File: src/rtl/wav_ctrl_pkg.sv
// Shared types and constants for the WAV playback sequencer.
// Covers the state encoding, sector geometry and the sector-span helper.
package wav_ctrl_pkg;

  typedef enum logic [2:0] {
    S_IDLE      = 3'd0,
    S_INIT      = 3'd1,
    S_WAIT_INIT = 3'd2,
    S_HDR       = 3'd3,
    S_STREAM    = 3'd4,
    S_WAIT_RD   = 3'd5,
    S_FAULT     = 3'd6
  } wav_state_e;

  localparam int SECTOR_BYTES = 512;
  localparam int SECTOR_SHIFT = 9;
  localparam int RETRY_W      = 2;

  // Last sector of the file, counting the header sector as the first one.
  function automatic logic [31:0] sec_span_last(input logic [31:0] start_sec,
                                                input logic [31:0] len);
    logic [32:0] sum;
    sum = {1'b0, start_sec}
        + (({1'b0, len} + 33'(SECTOR_BYTES - 1)) >> SECTOR_SHIFT)
        - 33'd1;
    return sum[31:0];
  endfunction

endpackage

File: src/rtl/wav_play_ctrl_if.sv
// Control/data bundle between the playback sequencer and its environment
// (SD init engine, sector reader, sample FIFO, host play control).
interface wav_play_ctrl_if;
  // rd_req is raised with rd_addr and both hold steady until the reader
  // returns a one-cycle rd_ack or rd_err; rd_req drops on the next edge.
  logic        play_en;
  logic        init_start;
  logic        init_done;
  logic        bus_sel;
  logic        fifo_room;
  logic        rd_req;
  logic [31:0] rd_addr;
  logic        rd_ack;
  logic        rd_err;
  logic [31:0] file_len;
  logic        file_len_vld;
  logic        playing;
  logic        fault;
  logic [15:0] loop_cnt;
  logic [2:0]  state_dbg;

  modport master (
    input  play_en, init_done, fifo_room, rd_ack, rd_err, file_len, file_len_vld,
    output init_start, bus_sel, rd_req, rd_addr, playing, fault, loop_cnt, state_dbg
  );

  modport slave (
    output play_en, init_done, fifo_room, rd_ack, rd_err, file_len, file_len_vld,
    input  init_start, bus_sel, rd_req, rd_addr, playing, fault, loop_cnt, state_dbg
  );
endinterface

File: src/rtl/wav_sec_span.sv
// Registered last-sector calculation for the WAV file.
// span_vld follows calc_en by one cycle, when last_sec/len_zero are fresh.
module wav_sec_span
  import wav_ctrl_pkg::*;
#(
  parameter logic [31:0] START_SEC = 32'd107576
) (
  input  logic        clk_50m,
  input  logic        rst_n,
  input  logic        calc_en,
  input  logic [31:0] file_len,
  output logic [31:0] last_sec,
  output logic        len_zero,
  output logic        span_vld
);

  always_ff @(posedge clk_50m or negedge rst_n) begin
    if (!rst_n) begin
      last_sec <= START_SEC;
      len_zero <= 1'b0;
      span_vld <= 1'b0;
    end else begin
      span_vld <= calc_en;
      if (calc_en) begin
        last_sec <= sec_span_last(START_SEC, file_len);
        len_zero <= (file_len == 32'd0);
      end
    end
  end

endmodule

File: src/rtl/wav_play_ctrl.sv
// Playback sequencer: brings up the SD card, reads the WAV header sector,
// then streams sectors into the FIFO, looping at end of file.
module wav_play_ctrl
  import wav_ctrl_pkg::*;
#(
  parameter logic [31:0] START_SEC    = 32'd107576,
  parameter int          RETRY_MAX    = 3,
  parameter int          INIT_TIMEOUT = 50_000_000
) (
  input logic             clk_50m,
  input logic             rst_n,
  wav_play_ctrl_if.master bus
);

  localparam logic [2:0] ST_IDLE      = S_IDLE;
  localparam logic [2:0] ST_INIT      = S_INIT;
  localparam logic [2:0] ST_WAIT_INIT = S_WAIT_INIT;
  localparam logic [2:0] ST_HDR       = S_HDR;
  localparam logic [2:0] ST_STREAM    = S_STREAM;
  localparam logic [2:0] ST_WAIT_RD   = S_WAIT_RD;
  localparam logic [2:0] ST_FAULT     = S_FAULT;

  localparam logic [25:0]        TMO_LAST  = 26'(INIT_TIMEOUT - 1);
  localparam logic [RETRY_W-1:0] RETRY_LIM = RETRY_W'(RETRY_MAX);

  logic [2:0]         state;
  logic [25:0]        tmo_cnt;
  logic [RETRY_W-1:0] init_retry, rd_retry;
  logic [RETRY_W-1:0] init_retry_nxt, rd_retry_nxt;
  logic               hdr_done;
  logic [31:0]        next_addr;
  logic [15:0]        loop_cnt_q;
  logic               init_start_q, bus_sel_q, rd_req_q, playing_q, fault_q;
  logic [31:0]        rd_addr_q;
  logic [31:0]        last_sec;
  logic               len_zero, span_vld, calc_en;

  assign init_retry_nxt = init_retry + RETRY_W'(1);
  assign rd_retry_nxt   = rd_retry + RETRY_W'(1);
  assign calc_en        = (state == ST_HDR) && hdr_done && bus.file_len_vld;

  wav_sec_span #(.START_SEC(START_SEC)) u_span (
    .clk_50m  (clk_50m),
    .rst_n    (rst_n),
    .calc_en  (calc_en),
    .file_len (bus.file_len),
    .last_sec (last_sec),
    .len_zero (len_zero),
    .span_vld (span_vld)
  );

  // Entering FAULT releases the SPI pins and any outstanding request.
  task automatic go_fault();
    state     <= ST_FAULT;
    fault_q   <= 1'b1;
    rd_req_q  <= 1'b0;
    bus_sel_q <= 1'b0;
    playing_q <= 1'b0;
  endtask

  always_ff @(posedge clk_50m or negedge rst_n) begin
    if (!rst_n) begin
      state        <= ST_IDLE;
      tmo_cnt      <= '0;
      init_retry   <= '0;
      rd_retry     <= '0;
      hdr_done     <= 1'b0;
      next_addr    <= START_SEC;
      loop_cnt_q   <= '0;
      init_start_q <= 1'b0;
      bus_sel_q    <= 1'b0;
      rd_req_q     <= 1'b0;
      rd_addr_q    <= START_SEC;
      playing_q    <= 1'b0;
      fault_q      <= 1'b0;
    end else begin
      init_start_q <= 1'b0;
      case (state)
        ST_IDLE: if (bus.play_en) begin
          if (bus.init_done) begin
            bus_sel_q <= 1'b1;
            hdr_done  <= 1'b0;
            state     <= ST_HDR;
          end else begin
            state <= ST_INIT;
          end
        end
        ST_INIT: begin
          init_start_q <= 1'b1;
          bus_sel_q    <= 1'b0;
          tmo_cnt      <= '0;
          state        <= ST_WAIT_INIT;
        end
        ST_WAIT_INIT: begin
          if (bus.init_done) begin
            bus_sel_q  <= 1'b1;
            init_retry <= '0;
            hdr_done   <= 1'b0;
            state      <= ST_HDR;
          end else if (tmo_cnt == TMO_LAST) begin
            init_retry <= init_retry_nxt;
            if (init_retry_nxt < RETRY_LIM) state <= ST_INIT;
            else go_fault();
          end else begin
            tmo_cnt <= tmo_cnt + 26'd1;
          end
        end
        ST_HDR: begin
          if (rd_req_q) begin
            if (bus.rd_err) begin
              rd_req_q <= 1'b0;
              rd_retry <= rd_retry_nxt;
              if (rd_retry_nxt >= RETRY_LIM) go_fault();
            end else if (bus.rd_ack) begin
              rd_req_q <= 1'b0;
              rd_retry <= '0;
              hdr_done <= 1'b1;
            end
          end else if (!bus.play_en) begin
            state <= ST_IDLE;
          end else if (!hdr_done) begin
            rd_req_q  <= 1'b1;
            rd_addr_q <= START_SEC;
          end else if (span_vld) begin
            if (len_zero) begin
              go_fault();
            end else begin
              next_addr <= (last_sec == START_SEC) ? START_SEC : START_SEC + 32'd1;
              playing_q <= 1'b1;
              state     <= ST_STREAM;
            end
          end
        end
        ST_STREAM: begin
          if (!bus.play_en) begin
            playing_q <= 1'b0;
            state     <= ST_IDLE;
          end else if (bus.fifo_room) begin
            rd_req_q  <= 1'b1;
            rd_addr_q <= next_addr;
            state     <= ST_WAIT_RD;
          end
        end
        ST_WAIT_RD: begin
          if (rd_req_q) begin
            if (bus.rd_err) begin
              rd_req_q <= 1'b0;
              rd_retry <= rd_retry_nxt;
              if (rd_retry_nxt >= RETRY_LIM) go_fault();
            end else if (bus.rd_ack) begin
              rd_req_q <= 1'b0;
              rd_retry <= '0;
              state    <= ST_STREAM;
              if (rd_addr_q == last_sec) begin
                next_addr  <= START_SEC;
                loop_cnt_q <= loop_cnt_q + 16'd1;
              end else begin
                next_addr <= rd_addr_q + 32'd1;
              end
            end
          end else if (!bus.play_en) begin
            playing_q <= 1'b0;
            state     <= ST_IDLE;
          end else begin
            rd_req_q <= 1'b1;
          end
        end
        ST_FAULT: if (!bus.play_en) begin
          fault_q    <= 1'b0;
          init_retry <= '0;
          rd_retry   <= '0;
          state      <= ST_IDLE;
        end
        default: state <= ST_IDLE;
      endcase
    end
  end

  assign bus.init_start = init_start_q;
  assign bus.bus_sel    = bus_sel_q;
  assign bus.rd_req     = rd_req_q;
  assign bus.rd_addr    = rd_addr_q;
  assign bus.playing    = playing_q;
  assign bus.fault      = fault_q;
  assign bus.loop_cnt   = loop_cnt_q;
  assign bus.state_dbg  = state;

endmodule
File: src/flat_wrapper.sv
// flat-port wrapper written by rule: the top's interface ports become plain ports
module wav_play_ctrl_flat import wav_ctrl_pkg::*;
#(
  parameter logic [31:0] START_SEC    = 32'd107576,
  parameter int          RETRY_MAX    = 3,
  parameter int          INIT_TIMEOUT = 50_000_000
)
  (clk_50m, rst_n, bus_play_en, bus_init_done, bus_fifo_room, bus_rd_ack, bus_rd_err, bus_file_len, bus_file_len_vld, bus_init_start, bus_bus_sel, bus_rd_req, bus_rd_addr, bus_playing, bus_fault, bus_loop_cnt, bus_state_dbg);
  wav_play_ctrl_if bus_i ();
  input logic clk_50m;
  input logic rst_n;
  input wire logic [$bits(bus_i.play_en)-1:0] bus_play_en;
  input wire logic [$bits(bus_i.init_done)-1:0] bus_init_done;
  input wire logic [$bits(bus_i.fifo_room)-1:0] bus_fifo_room;
  input wire logic [$bits(bus_i.rd_ack)-1:0] bus_rd_ack;
  input wire logic [$bits(bus_i.rd_err)-1:0] bus_rd_err;
  input wire logic [$bits(bus_i.file_len)-1:0] bus_file_len;
  input wire logic [$bits(bus_i.file_len_vld)-1:0] bus_file_len_vld;
  output wire logic [$bits(bus_i.init_start)-1:0] bus_init_start;
  output wire logic [$bits(bus_i.bus_sel)-1:0] bus_bus_sel;
  output wire logic [$bits(bus_i.rd_req)-1:0] bus_rd_req;
  output wire logic [$bits(bus_i.rd_addr)-1:0] bus_rd_addr;
  output wire logic [$bits(bus_i.playing)-1:0] bus_playing;
  output wire logic [$bits(bus_i.fault)-1:0] bus_fault;
  output wire logic [$bits(bus_i.loop_cnt)-1:0] bus_loop_cnt;
  output wire logic [$bits(bus_i.state_dbg)-1:0] bus_state_dbg;
  assign bus_i.play_en = bus_play_en;
  assign bus_i.init_done = bus_init_done;
  assign bus_i.fifo_room = bus_fifo_room;
  assign bus_i.rd_ack = bus_rd_ack;
  assign bus_i.rd_err = bus_rd_err;
  assign bus_i.file_len = bus_file_len;
  assign bus_i.file_len_vld = bus_file_len_vld;
  assign bus_init_start = bus_i.init_start;
  assign bus_bus_sel = bus_i.bus_sel;
  assign bus_rd_req = bus_i.rd_req;
  assign bus_rd_addr = bus_i.rd_addr;
  assign bus_playing = bus_i.playing;
  assign bus_fault = bus_i.fault;
  assign bus_loop_cnt = bus_i.loop_cnt;
  assign bus_state_dbg = bus_i.state_dbg;
  wav_play_ctrl #(.START_SEC(START_SEC), .RETRY_MAX(RETRY_MAX), .INIT_TIMEOUT(INIT_TIMEOUT)) u_core (.clk_50m(clk_50m), .rst_n(rst_n), .bus(bus_i));
endmodule
File: config.mk
export PLATFORM = sky130hd
export DESIGN_NAME = wav_play_ctrl_flat
export DESIGN_NICKNAME = d
export VERILOG_FILES = /design/src/rtl/wav_ctrl_pkg.sv /design/src/rtl/wav_play_ctrl_if.sv /design/src/rtl/wav_sec_span.sv /design/src/rtl/wav_play_ctrl.sv /design/src/flat_wrapper.sv
export SDC_FILE = /design/constraint.sdc
export NUM_CORES = 1
export LEC_CHECK = 0
export CORE_ASPECT_RATIO = 0.8
export CORE_UTILIZATION = 38
export DETAILED_ROUTE_END_ITERATION = 8
export SKIP_CTS_REPAIR_TIMING = 1
export SLEW_MARGIN = 25
export SYNTH_ARGS = -nofsm -noshare
export SYNTH_HDL_FRONTEND = slang
export SYNTH_HIERARCHICAL = 1
export SYNTH_SLANG_ARGS = --single-unit
export TNS_END_PERCENT = 100
File: constraint.sdc
create_clock -name clk_50m -period 5.7 [get_ports clk_50m]
set_input_delay 0.855 -clock clk_50m [delete_from_list [all_inputs] [get_ports clk_50m]]
set_output_delay 0.855 -clock clk_50m [all_outputs]
set_load 0.02 [all_outputs]
==> metrics.md <==
| Metric | Value |
|---|---|
| Status | `finished clean` |
| WHS Path Cells | `1` |
| Synth area leaders | `dfrtp_1 35%, nand2_1 6.6%, xor2_1 6.6%` |
| IR drop worst, VDD | `234 uV` |
| TritonCTS Sinks | `146` |
| Total die area | `0.0243 mm^2` |
| Area leader, netlist | `dfrtp_1` |
| Hold violation total from the final report | `0` |
| Final non-filler cell area | `roughly 0.011 mm^2` |
| P&R area growth vs syn | `19.4%` |
| WP data required | `6.02 ns` |
| Main synth FF type | `dfrtp_1` |
| Drt first-iter violations | `around 660` |
| RSZ-0062 raised after global routing | `no` |
| Skew final | `0.0115 ns` |
| Multi-input gate area | `0.00498 mm^2` |
| Io pins | `96` |
| Post-synth EDFFs | `0` |
| Fill cells | `2235` |
| Post-Syn Area | `0.00901 mm^2` |
| Most common cell in the netlist | `nand2_1` |
| #FFs+latches synth | `146` |
| Max-cap check violation count | `0` |
| Hold Path End | `u_core/bus.loop_cnt[15]` |
| Core Util, Final | `0.461` |
| Clk buf depth | `2` |
| Period utilization | `0.626` |
| Reg2Reg Depth | `7` |
| WP buf/inv | `2` |
| Layout Nets | `1114` |
| CTS tree | `yes` |
| Syn Area/Cell | `9.00 um^2` |
| Slew Limit Fails | `0` |
| CP Cell Sequence | `clkdlybuf4s50_1 > nor4_4 > nand3_1 > nand2_1 > xor2_1 > ha_1 > inv_1 > a21oi_1 > o211ai_1 > o2111ai_2 > a21o_1 > a2111oi_4 > o211ai_1 > o311ai_1` |
| CP max stage cell | `clkdlybuf4s50_1` |
| Die Wd | `174 um` |
| Worst path top cell family by delay | `compound AO/OA/AOI/OAI gates` |
| WL/cell | `17.4 um` |
| P per Cell Area | `364 mW/mm^2` |
| H-tree depth | `4` |
| Final setup violation count | `0` |
| Standard-cell row count | `50` |
| CP startpoint kind | `input port` |
| Die Span Y | `140 um` |
| Initial Utilization | `0.386` |
| Reg area | `0.00368 mm^2` |
| First-pass DRT Iterations | `5` |
| Critical path arrival | `3.89 ns` |
| Slew HR | `0.407` |
| Port bufs | `95` |
| Setup Crit Path Kind | `input port to flip-flop` |
| Worst reg2reg path endpoint | `u_core/u_span/last_sec[15]` |
| HP Class | `flip-flop to flip-flop` |
| Max incr delay on CP | `0.44 ns` |
| Final min period | `around 3.6 ns` |
| Gr usage total | `0.206` |
| Worst r2r src | `u_core/bus.state_dbg[1]` |
| Share of cells above drive strength 1 | `0.111` |
| Worst-margin pin slew | `0.890 ns` |
| YS warnings | `6` |
| Post-DP HPWL | `about 17 mm` |
| Via Count | `about 7800` |
| GRT overflow | `0` |
| Fmax | `280 MHz` |
| Syn Inst Count | `1002` |
| Routability cong. | `0.885` |
| Synth top cells by count | `159 x nand2_1, 125 x dfrtp_1, 68 x xor2_1` |
| Final worst slack | `2.13 ns` |
| P_leak | `4.55 nW` |
| Synth cell types | `86` |
| Share of the synthesized area in the top cell type | `0.347` |
| Core ar. | `0.0233 mm^2` |
| Largest net degree at the start of global routing | `96` |
| Sum Neg Setup Slack | `0 ns` |
| Worst skew pair latency | `0.43 ns` |
| Number of global-route vias before repair | `7328` |
| CP endpoint kind | `flip-flop` |
| DRT Wirelength | `24.2 mm` |
| Post-synth ARST share | `1.00` |
| Via density | `5.57` |
| Reg clk slew, reported paths | `0.06 ns` |
| CTS Buf Count | `17` |
| # diodes | `0` |
| Reg2reg setup slack | `2.70 ns` |
| Crit path top cell by count | `o211ai_1` |
| Final ANT Viol Nets | `0` |
| Pre-CTS WS | `1.74 ns` |
| Placed Instance Area | `a little over 0.01 mm^2` |
| First-pass GRT wire length | `40.3 mm` |
| CP max FO | `4` |
| Root buf cell | `clkbuf_16` |
| Remaining DRCs | `0` |
| Sequential share of the synthesized area | `0.408` |
| Initial antenna violation count | `0` |
| Hold_sp | `u_core/bus.loop_cnt[15]` |
==> layer usage <==
metal  up-vias  share of wire  global-route usage
li1       3722              -                   -
met3        14          0.053              0.0396
met2       223           0.44               0.306
met5         -              0                   0
met1      3805           0.50               0.307
met4         0         0.0080              0.0462
==> area by class of cell <==
| class | count | share of cell area |
|---|---|---|
| clock buffer | 20 | 0.0415 |
| tap | 312 | 0.0363 |
| inverter | 21 | 0.00732 |
| timing repair buffer | 103 | 0.0940 |
| clock inverter | 12 | 0.0169 |
| multi-input combinational | 779 | 0.462 |
| sequential | 146 | 0.342 |
==> state kept, by name, indices dropped and copies added, names as in the netlist <==
| signal | flops |
|---|---|
| u_core/bus.bus_sel | 1 |
| u_core/hdr_done | 1 |
| u_core/bus.loop_cnt | 16 |
| u_core/tmo_cnt | 26 |
| u_core/bus.rd_req | 1 |
| u_core/bus.init_start | 1 |
| u_core/u_span/span_vld | 1 |
| u_core/u_span/len_zero | 1 |
| u_core/rd_retry | 2 |
| u_core/bus.state_dbg | 3 |
| u_core/init_retry | 2 |
| u_core/bus.playing | 1 |
| u_core/next_addr | 32 |
| u_core/bus.fault | 1 |
| u_core/u_span/last_sec | 25 |
| u_core/bus.rd_addr | 32 |
==> through the flow <==
step | cells | power, mW | hold WS (ns)
3_3_place_gp | 1361 | 2.72 | 0.458
6_report | 1393 | 3.92 | 0.468
3_5_place_dp | 1361 | 2.73 | 0.463
5_1_grt | 1393 | 4.14 | 0.498
2_1_floorplan | 1008 | 2.28 | 0.447
4_1_cts | 1393 | 3.94 | 0.471
==> cells in the final DEF, fill, tap and decap left out, drive strengths merged, types with 5 or more instances in the layout <==
cell type      Yosys  final
nand2            159    159
and2               5      5
mux2              14     14
mux2i             11     11
nand4             28     28
dfrtp            125    125
ha                 6      6
buf               29      9
nor3              27     27
xor2              68     68
inv               20     22
nor2              44     44
nor4b              7      7
or2                8      8
nor4              36     36
a31oi              6      6
clkinv             1      6
nand2b             7      7
o211ai             6      6
conb               1      7
dfstp             21     21
or4               11     11
a21oi             49     49
nand3             63     63
nor2b              8      8
o21ai             62     62
clkdlybuf4s50      0     94
o31ai             14     14
xnor2             36     36
and3              19     19
clkbuf            33     20
and4              12     12
o22a               8      8
or3                6      6
==> power breakdown <==
part           total (mW)  switching, mW  internal, mW
clock network        1.20          0.452         0.748
registers            1.57          0.307          1.27
logic                1.14          0.635         0.509
total                3.92           1.39          2.52
==> worst max-delay path by stage <==
stage | start | end | cells after the start
global route | bus_file_len[4] | u_core/u_span/last_sec[22] | 14
global placement | bus_file_len[4] | u_core/u_span/last_sec[22] | 14
floorplan | bus_file_len[4] | u_core/u_span/last_sec[22] | 13
CTS | bus_file_len[4] | u_core/u_span/last_sec[22] | 14
finish | bus_file_len[4] | u_core/u_span/last_sec[22] | 14
detailed placement | bus_file_len[4] | u_core/u_span/last_sec[22] | 14
==> logic make-up after synthesis <==
family	share of synthesized area
AOI/OAI and AO/OA	0.136
DFF	0.408
other	0.000416
and+or+nand+nor	0.270
xor gates and xnor gates	0.102
adders and majority gates	0.00833
muxes	0.0297
buffers and inverters	0.0454
==> worst register-to-register path: cells and delay by family, from the launching register on <==
family                 cells  cell delay (ns)
flip-flops                 1             0.88
AO/OA/AOI/OAI              2             0.29
AND/OR/NAND/NOR            3             1.03
buffers and inverters      2             0.72
Note: power is estimated with default switching activity, not from simulation.
